--- config.mk ---
export PLATFORM = sky130hd
export DESIGN_NAME = serial_subtractor
export DESIGN_NICKNAME = d
export VERILOG_FILES = /design/src/rtl/serial_subtractor.sv
export SDC_FILE = /design/constraint.sdc
export NUM_CORES = 1
export LEC_CHECK = 0
export ABC_AREA = 1
export BUFFER_PORTS_ARGS = -buffer_cell sky130_fd_sc_hd__buf_2
export CORE_UTILIZATION = 45
export DETAILED_ROUTE_END_ITERATION = 16
export PLACE_DENSITY = 0.7
export REMOVE_ABC_BUFFERS = 1
export SETUP_SLACK_MARGIN = 0.02
export SLEW_MARGIN = 15
export SYNTH_ARGS = -nofsm -noshare
export SYNTH_HDL_FRONTEND = slang
export SYNTH_SLANG_ARGS = --single-unit
--- constraint.sdc ---
create_clock -name clk -period 1.52 [get_ports clk]
set_input_delay 0.38 -clock clk [delete_from_list [all_inputs] [get_ports clk]]
set_output_delay 0.38 -clock clk [all_outputs]
set_load 0.005 [all_outputs]
--- src/rtl/serial_subtractor.sv ---
// Bit-serial subtractor: captures A, B and Bin, then resolves one bit per cycle LSB first.
// Optional macro SERIAL_SUB_OVF_EN adds a registered two's-complement overflow output ovf.
module serial_subtractor #(
  parameter int unsigned WIDTH = 3
) (
  input  logic             clk,
  input  logic             rst,
  input  logic             start_valid,
  output logic             start_ready,
  input  logic [WIDTH-1:0] A,
  input  logic [WIDTH-1:0] B,
  input  logic             Bin,
  output logic [WIDTH-1:0] Diff,
  output logic             Bout,
  output logic             done_valid,
  input  logic             done_ready,
  output logic             busy
`ifdef SERIAL_SUB_OVF_EN
  ,
  output logic             ovf
`endif
);

  localparam int unsigned CNT_W = (WIDTH > 1) ? $clog2(WIDTH) : 1;
  localparam logic [CNT_W-1:0] LAST_BIT = CNT_W'(WIDTH - 1);

  typedef enum logic [1:0] {
    IDLE = 2'd0,
    RUN  = 2'd1,
    DONE = 2'd2
  } state_t;

  state_t             state, state_nx;
  logic [WIDTH-1:0]   a_sr, a_sr_nx;
  logic [WIDTH-1:0]   b_sr, b_sr_nx;
  logic [WIDTH-1:0]   d_sr, d_sr_nx;
  logic               br, br_nx;
  logic [CNT_W-1:0]   cnt, cnt_nx;
  logic [WIDTH-1:0]   diff_nx;
  logic               bout_nx;
  logic               bit_d;
  logic               bit_br;
`ifdef SERIAL_SUB_OVF_EN
  logic               ovf_nx;
`endif

  // Full-subtractor slice on the current LSBs of the operand shift registers.
  always_comb begin
    bit_d  = a_sr[0] ^ b_sr[0] ^ br;
    bit_br = (~a_sr[0] & b_sr[0]) | (~a_sr[0] & br) | (b_sr[0] & br);
  end

  // Next-state and datapath update.
  always_comb begin
    state_nx = state;
    a_sr_nx  = a_sr;
    b_sr_nx  = b_sr;
    d_sr_nx  = d_sr;
    br_nx    = br;
    cnt_nx   = cnt;
    diff_nx  = Diff;
    bout_nx  = Bout;
`ifdef SERIAL_SUB_OVF_EN
    ovf_nx   = ovf;
`endif
    unique case (state)
      IDLE: begin
        if (start_valid) begin
          a_sr_nx  = A;
          b_sr_nx  = B;
          br_nx    = Bin;
          d_sr_nx  = '0;
          cnt_nx   = '0;
          state_nx = RUN;
        end
      end
      RUN: begin
        a_sr_nx = a_sr >> 1;
        b_sr_nx = b_sr >> 1;
        // Result bits enter at the MSB so the LSB-first stream lands in place.
        d_sr_nx = (d_sr >> 1) | (WIDTH'(bit_d) << (WIDTH - 1));
        br_nx   = bit_br;
        cnt_nx  = cnt + CNT_W'(1);
        if (cnt == LAST_BIT) begin
          diff_nx  = d_sr_nx;
          bout_nx  = bit_br;
`ifdef SERIAL_SUB_OVF_EN
          ovf_nx   = br ^ bit_br;
`endif
          state_nx = DONE;
        end
      end
      DONE: begin
        if (done_ready) begin
          state_nx = IDLE;
        end
      end
      default: begin
        state_nx = IDLE;
      end
    endcase
  end

  // State, datapath and handshake flags; flags track the next state so they stay registered.
  always_ff @(posedge clk or posedge rst) begin
    if (rst) begin
      state       <= IDLE;
      a_sr        <= '0;
      b_sr        <= '0;
      d_sr        <= '0;
      br          <= 1'b0;
      cnt         <= '0;
      Diff        <= '0;
      Bout        <= 1'b0;
      start_ready <= 1'b1;
      busy        <= 1'b0;
      done_valid  <= 1'b0;
`ifdef SERIAL_SUB_OVF_EN
      ovf         <= 1'b0;
`endif
    end else begin
      state       <= state_nx;
      a_sr        <= a_sr_nx;
      b_sr        <= b_sr_nx;
      d_sr        <= d_sr_nx;
      br          <= br_nx;
      cnt         <= cnt_nx;
      Diff        <= diff_nx;
      Bout        <= bout_nx;
      start_ready <= (state_nx == IDLE);
      busy        <= (state_nx == RUN);
      done_valid  <= (state_nx == DONE);
`ifdef SERIAL_SUB_OVF_EN
      ovf         <= ovf_nx;
`endif
    end
  end

endmodule

# Yosys cells after proc, flatten, opt, wreduce, memory -nomap -nowiden

Cells that the tools add are included.

Bits in registers: 21
Output and inout bits: 7
Word-level logic and storage cells: 46

$add $sub $neg: 1
Equality and inequality tests: 6
Multiplexer cells: 14
Bitwise logic cells: 9
Reductions and logical operators: 5

Operator list:

| kind                                                 | count |
|---|---|
| case mux 3 bit (2 select lines)                      | 3 |
| two-way mux 3 bit                                    | 3 |
| two-way mux 2 bit                                    | 4 |
| equality test 2 bit (second input constant)          | 3 |
| case mux 2 bit (3 select lines)                      | 1 |
| equality test 2 x 1 -> 1 bit (second input constant) | 2 |
| zero test 2 bit                                      | 2 |
| case mux 2 bit (2 select lines)                      | 1 |
| AND reduction 2 bit                                  | 2 |
| bitwise AND 1 bit                                    | 3 |
| bitwise OR 2 x 3 -> 3 bit                            | 1 |
| adder 2 x 1 -> 2 bit (second input constant)         | 1 |
| inequality test 2 bit (second input constant)        | 1 |
| bitwise OR 1 bit                                     | 2 |
| case mux 1 bit (2 select lines)                      | 1 |
| nonzero test 2 bit                                   | 1 |
| XOR 1 bit                                            | 2 |
| two-way mux 1 bit                                    | 1 |
| inverter 1 bit                                       | 1 |

# Longest topological paths before layout

Gate-level depths: netlist of run 1.

Depth after elaboration: 5
Gate-level depth with buffers: 6

# Worst setup path before layout of run 1

No wires, ideal clock.

Kind: register to register
Start point: register a_sr[0]
End point: register Diff[2]
Setup time: 83 ps
Arrival time: 1076 ps
Required time: 1437 ps
Path slack: 362 ps
Stages on the path, launching flop included: 4
Path through: dfrtp_1 fa_1 nand2_1 o21ai_0

Longest elaborated chain between the ends: 3

Ends and longest elaborated chain:

| what                      | RTL line | RTL |
|---|---|---|
| start: declaration        | 34       | `logic [WIDTH-1:0] a_sr, a_sr_nx;` |
| start signal: assignment  | 123      | `a_sr <= a_sr_nx;` |
| XOR 1 bit (2 in series)   | 49       | `bit_d = a_sr[0] ^ b_sr[0] ^ br;` |
| via bit_d                 | 41       | `logic bit_d;` |
| bitwise OR 2 x 3 -> 3 bit | 81       | `d_sr_nx = (d_sr >> 1) \| (WIDTH'(bit_d) << (WIDTH - 1));` |
| end signal: assignment    | 128      | `Diff <= diff_nx;` |
| end: declaration          | 13       | `output logic [WIDTH-1:0] Diff,` |

The timed path passes the listed nets, and every way through them passes these cells.
A chain may end at the register's enable or synchronous reset.

# Worst setup path in the final report of run 1

Start point: register start_ready
End point: output start_ready

RTL lines:

| what                     | RTL line | RTL |
|---|---|---|
| start: declaration       | 9        | `output logic start_ready,` |
| start signal: assignment | 130      | `start_ready <= (state_nx == IDLE);` |

No word-level cell between the ends.

==> impl_metrics.csv, run 1 <==
group,metric,value,unit
yosys,netlist_area,908.4,sq um
floorplanning,die_w,46.93,um
placement,hpwl,1.123,mm
final_layout,fin_nets,136,
yosys,yosysSeqAreaShare,55.23,%
grt,grt_pass1_wl,2.573,mm
placement,placed_cells,143,
final_layout,fin_cells,147,
routing,wire_per_inst,10.29,um
setup_path,criticalPathCategory,"flop to output port",
routing,drc,0,
final_layout,drive_gt1_share,26.23,%
routing,drt_iter0_drc,13,
floorplanning,die_h,46.93,um
sta,period_share,85.54,%
floorplanning,core-area,1802,sq um
yosys,synth_cell_type_count,17,
final_layout,final_cell_mix,"26 x nand2_1, 19 x dfrtp_1, 17 x buf_2",
setup_path,crit_required,1140,ps
pwr,p_per_area,2024,nW/um^2
placement,place.gp.congestion,0.7999,
setup_path,arrival,920,ps
grt,grt_max_degree,21,
yosys,async_reset_ff_share,100.0,%
sta,max_freq,0.7691,GHz
clock_network,holdBufCountCts,0,
sta,slew_headroom,83.13,%
setup_path,slowest_delay,530,ps
sta,whs,92.42,ps
clock_network,clock-sinks,20,
routing,drt-met1-wl,697,um
final_layout,final.fill_count,172,
sta,finalSetupViolCount,0,
sta,final_hold_viol_count,0,
hold_path,hp-class,"primary input to asynchronous set/reset pin",
setup_path,crit_path_end_kind,"output port",
sta,tightest_slew,253.1,ps
setup_path,rr_endpoint,"Diff[2]",
clock_network,cts_setup_buffers,0,
sta,fin_skew,3.466,ps
routing,detailroute.wirelength.met2,754,um
clock_network,clock_latency,300,ps
clock_network,cts_tree,"built",
pwr,power.total,2.155,mW
routing,drtPass1Iterations,5,
yosys,yosysWarnings,0,
routing,drtAntennaViolNets,0,
yosys,synth_flop_cell,"dfrtp_1",
setup_path,critPathLaunchType,"flop",
clock_network,clock_path_buffers,2,
grt,grtUsageTotal,16.92,%
setup_path,r2r_setup_slack,310,ps
grt,antenna_found_initial,0,
setup_path,rr_worst_depth,3,
clock_network,clk_pin_slew_worst_paths,110,ps
setup_path,r2r-start,"a_sr[0]",
final_layout,antenna_cells,0,
sta,slew_violations,0,
setup_path,cp_top_family,"flip-flops",
run,cap_violations,0,
routing,finalWirelength,1.512,mm
clock_network,htree_levels,1,
yosys,synth_edf_count,0,
grt,grt.overflow.total,0,
clock_network,cts_buffers,3,
yosys,syn_inst,100,
pwr,ir_drop,1023,uV
sta,finalSetupTns,0,ps
clock_network,cts-root-buf,"clkbuf_4",
setup_path,crit_buf_inv,1,
yosys,ys_ff_latch,20,
clock_network,cts_resized,0,
setup_path,crit_chain,"buf_2",
routing,vias,694,
floorplanning,rows,15,
grt,grt_pass1_vias,676,
setup_path,cpMaxStageDelayCell,"dfstp_2",
sta,period_minus_slack,1300,ps
routing,via_per_inst,4.721,
placement,io_buffers,17,
floorplanning,pin_count,18,
routing,topRoutingLayerUsed,"met4",
floorplanning,start_util,50.42,%
yosys,avgSynthCellArea,9.084,sq um
routing,wl_met3,41,um
pwr,leakage,0.5973,nW
floorplanning,dieArea,2202,sq um
final_layout,layout_commonest_cell,"nand2_1",
status,outcome,"complete, no violations",
sta,rsz0062_at_grt,"no",
setup_path,crit_fanout,1,
final_layout,syn2layout_area_growth,17.22,%
## report_power, final
group	internal, mW	total, mW	switching [mW]
sequential	0.782	0.890	0.107
combinational	0.372	0.959	0.587
clock	0.146	0.306	0.160
## state kept, by name, indices dropped and copies added (netlist names)
register     count
state            2
cnt              2
b_sr             3
start_ready      1
a_sr             3
br               1
Diff             3
Bout             1
done_valid       1
busy             1
d_sr             2
## kinds of logic after synthesis
| kind of cell | Yosys count | synth area share, % |
|---|---|---|
| AOI/OAI and AO/OA | 11 | 6.060 |
| buffers and inverters | 20 | 9.091 |
| and+or+nand+nor | 47 | 26.03 |
| adders and majority gates | 2 | 3.581 |
| DFF | 20 | 55.24 |
## how the worst max path moves through the flow
stage,start,end,slack [ps],cells after the start
after floorplan,a_sr[0],Diff[2],360,3
after global placement,a_sr[0],Diff[2],350,3
after detailed placement,a_sr[0],Diff[2],330,3
after CTS,start_ready,start_ready,210,1
after global routing,start_ready,start_ready,190,1
final,start_ready,start_ready,220,1
## synthesized netlist by cell type (2+ instances only)
master   count  area, sq um
nor2_1       2        7.510
inv_1       16        60.06
inv_2        3        11.26
dfrtp_1     19        475.5
nand3_1     11        55.05
o21ai_0      7        35.03
nand2_4      4        45.04
o21ai_1      4        20.02
nand2_1     26        97.59
## per-stage QoR
step	utilization, %	setup slack [ps]	cell area, sq um
after floorplan	-	361.7	897.1
after global placement	57.08	346.8	1028
after detailed placement	57.08	329.4	1028
after CTS	59.10	212.8	1065
after global routing	59.10	189.6	1065
final	59.10	219.7	1065
## area by class of cell
class / count / area [sq um] / area share (%)
clock buffer: 4 / 36.28 / 3.408
tap: 25 / 31.28 / 2.938
inverter: 19 / 71.32 / 6.698
timing repair buffer: 19 / 100.1 / 9.401
sequential: 20 / 501.7 / 47.12
multi-input combinational: 60 / 324.1 / 30.43
## layer usage
metal  global-route usage (%)  vias up
met5                        0        -
met4                    8.571        0
met3                    2.308        4
met2                    31.67       13
met1                    18.47      324
li1                         -      353
Power figures use the tool's default switching activity.
==> inputs of run 2 (changes only) <==
Settings changed: ABC_AREA 1 to default, PLACE_DENSITY 0.7 to 0.71.
==> impl_metrics.csv, run 2 <==
group,metric,value,unit
status,outcome,"complete, no violations",
grt,grtUsageTotal,18.00,%
clock_network,holdBufCountCts,0,
clock_network,cts-root-buf,"clkbuf_4",
setup_path,crit_chain,"inv_1, ha_1, nand3b_1, mux2_2",
clock_network,cts_resized,0,
setup_path,cpMaxStageDelayCell,"dfrtp_1",
clock_network,htree_levels,1,
routing,vias,637,
clock_network,clk_pin_slew_worst_paths,110,ps
setup_path,cp_top_family,"flip-flops",
placement,placed_cells,119,
setup_path,crit_fanout,7,
yosys,async_reset_ff_share,100.0,%
grt,grt_max_degree,21,
setup_path,slowest_delay,380,ps
sta,finalSetupTns,0,ps
setup_path,crit_path_end_kind,"flop",
setup_path,criticalPathCategory,"flop to flop",
yosys,syn_inst,76,
yosys,yosys.area.top_type,"dfrtp_1",
clock_network,clock_path_buffers,2,
setup_path,crit_buf_inv,1,
placement,io_buffers,17,
setup_path,critPathLaunchType,"flop",
routing,drt_iter0_drc,10,
sta,slew_violations,0,
sta,max_freq,0.7556,GHz
final_layout,final_cell_mix,"19 x dfrtp_1, 17 x buf_2, 9 x o21ai_0",
final_layout,layout_commonest_cell,"dfrtp_1",
final_layout,antenna_cells,0,
placement,place.gp.congestion,0.7911,
yosys,synth.most_common_cell,"dfrtp_1",
sta,rsz0062_at_grt,"no",
setup_path,arrival,1530,ps
floorplanning,rows,15,
floorplanning,core-area,1764,sq um
hold_path,hp-class,"primary input to asynchronous set/reset pin",
yosys,yosysWarnings,0,
routing,drtPass1Iterations,4,
clock_network,cts_setup_buffers,0,
placement,hpwl,1.124,mm
pwr,leakage,0.5023,nW
routing,drc,0,
sta,tightest_slew,387.3,ps
final_layout,fin_nets,112,
sta,finalSetupViolCount,0,
sta,period_minus_slack,1324,ps
routing,wire_per_inst,12.71,um
clock_network,clock_latency,300,ps
final_layout,utilization,59.50,%
clock_network,cts_tree,"built",
sta,period_share,87.07,%
floorplanning,start_util,49.36,%
pwr,p_per_area,2100,nW/um^2
yosys,yosysSeqAreaShare,57.61,%
setup_path,crit_required,1720,ps
routing,drtAntennaViolNets,0,
final_layout,largestRegisters,"Diff x3, a_sr x3, b_sr x3",
grt,grt_pass1_vias,584,
yosys,avgSynthCellArea,11.46,sq um
run,cap_violations,0,
final_layout,fin_cells,123,
pwr,ir_drop,1065,uV
clock_network,cts_buffers,3,
yosys,synth_edf_count,0,
grt,grt.overflow.total,0,
final_layout,syn2layout_area_growth,20.55,%
grt,grt_pass1_wl,2.622,mm
floorplanning,die_w,45.99,um
routing,finalWirelength,1.563,mm
floorplanning,dieArea,2115,sq um
sta,final_hold_viol_count,0,
sta,fin_skew,2.040,ps
yosys,synth_cell_type_count,27,
floorplanning,pin_count,18,
yosys,netlist_area,870.8,sq um
yosys,synth_flop_cell,"dfrtp_1",
yosys,synth_commonest_cells,"19 x dfrtp_1, 9 x o21ai_0, 7 x nand2_1",
final_layout,drive_gt1_share,30.61,%
yosys,ys_ff_latch,20,
clock_network,clock-sinks,20,
yosys,yosys.area.top_type_share,54.60,%
sta,slew_headroom,74.18,%
yosys,synth.area.top_cells,"dfrtp_1 55%, o21ai_0 5.2%, mux2_2 3.9%",
grt,antenna_found_initial,0,
floorplanning,die_h,45.99,um
routing,via_per_inst,5.179,
==> run 2: changes by cell type after synthesis, sizes merged, moves of 3 or more <==
cell	delta
nand2	-23
inv	-15
nand3	-10
nand2b	+4
a21oi	+3
mux2	+3
==> run 2: through the flow <==
step / hold WS (ps) / power, mW / worst slack, ps / cell area (sq um)
2_1_floorplan: 343.1 / 1.486 / 280.2 / 858.3
3_3_place_gp: 414.0 / 1.752 / 244.3 / 997.2
3_5_place_dp: 420.7 / 1.782 / 205.1 / 997.2
4_1_cts: 84.89 / 2.218 / 181.2 / 1050
5_1_grt: 104.6 / 2.371 / 93.95 / 1050
6_report: 72.92 / 2.204 / 196.5 / 1050
==> run 2: cell type report <==
class	count	area, sq um
Clock buffer	3	22.52
Clock inverter	1	30.03
Fill cell	178	714.4
Inverter	4	15.01
Multi-Input combinational cell	50	341.6
Sequential cell	20	501.7
Tap cell	25	31.28
Timing Repair Buffer	20	107.6
==> run 2: final timing paths <==
| kind | from | end | slack (ps) | cells past startpoint |
|---|---|---|---|---|
| max in group asynchronous | rst | start_ready | 1190 | 3 |
| max reg2reg | cnt[0] | Diff[2] | 200 | 4 |
| min reg2reg | Bout | Bout | 490 | 2 |
| max | cnt[0] | Diff[2] | 200 | 4 |
| min in group clk | B[2] | b_sr[2] | 300 | 3 |
| min | rst | state[1] | 70 | 3 |
==> run 2: worst reg2reg max path: cells and delay by family, from the launching register on <==
kind / cells / cell delay, ps
muxes: 1 / 360
adders and majority gates: 1 / 200
and+or+nand+nor: 1 / 220
buffers and inverters: 1 / 50
DFF: 1 / 380
==> run 2: logic make-up after synthesis <==
kind of cell / synth area share, %
simple gates: 15.66
compound gates: 15.95
flops: 57.62
buf+inv: 3.160
mux: 3.879
fa+ha+maj: 3.735
==> run 2: report_power, final <==
group | internal [mW] | switching [mW] | total [mW] | leakage (nW)
registers | 0.782 | 0.189 | 0.971 | 0.249
clock network | 0.267 | 0.169 | 0.436 | 0.0279
logic | 0.418 | 0.380 | 0.797 | 0.226
total | 1.47 | 0.737 | 2.20 | 0.502
==> run 2: routing by layer <==
metal	track usage (%)	part of all wire (%)	wire [um]	vias to the layer above
met5	0	0	0	-
met4	8.824	1.6	25	0
met3	3.571	4.1	64	4
met2	27.04	45	706	21
met1	24.56	49	767	302
li1	-	-	-	310
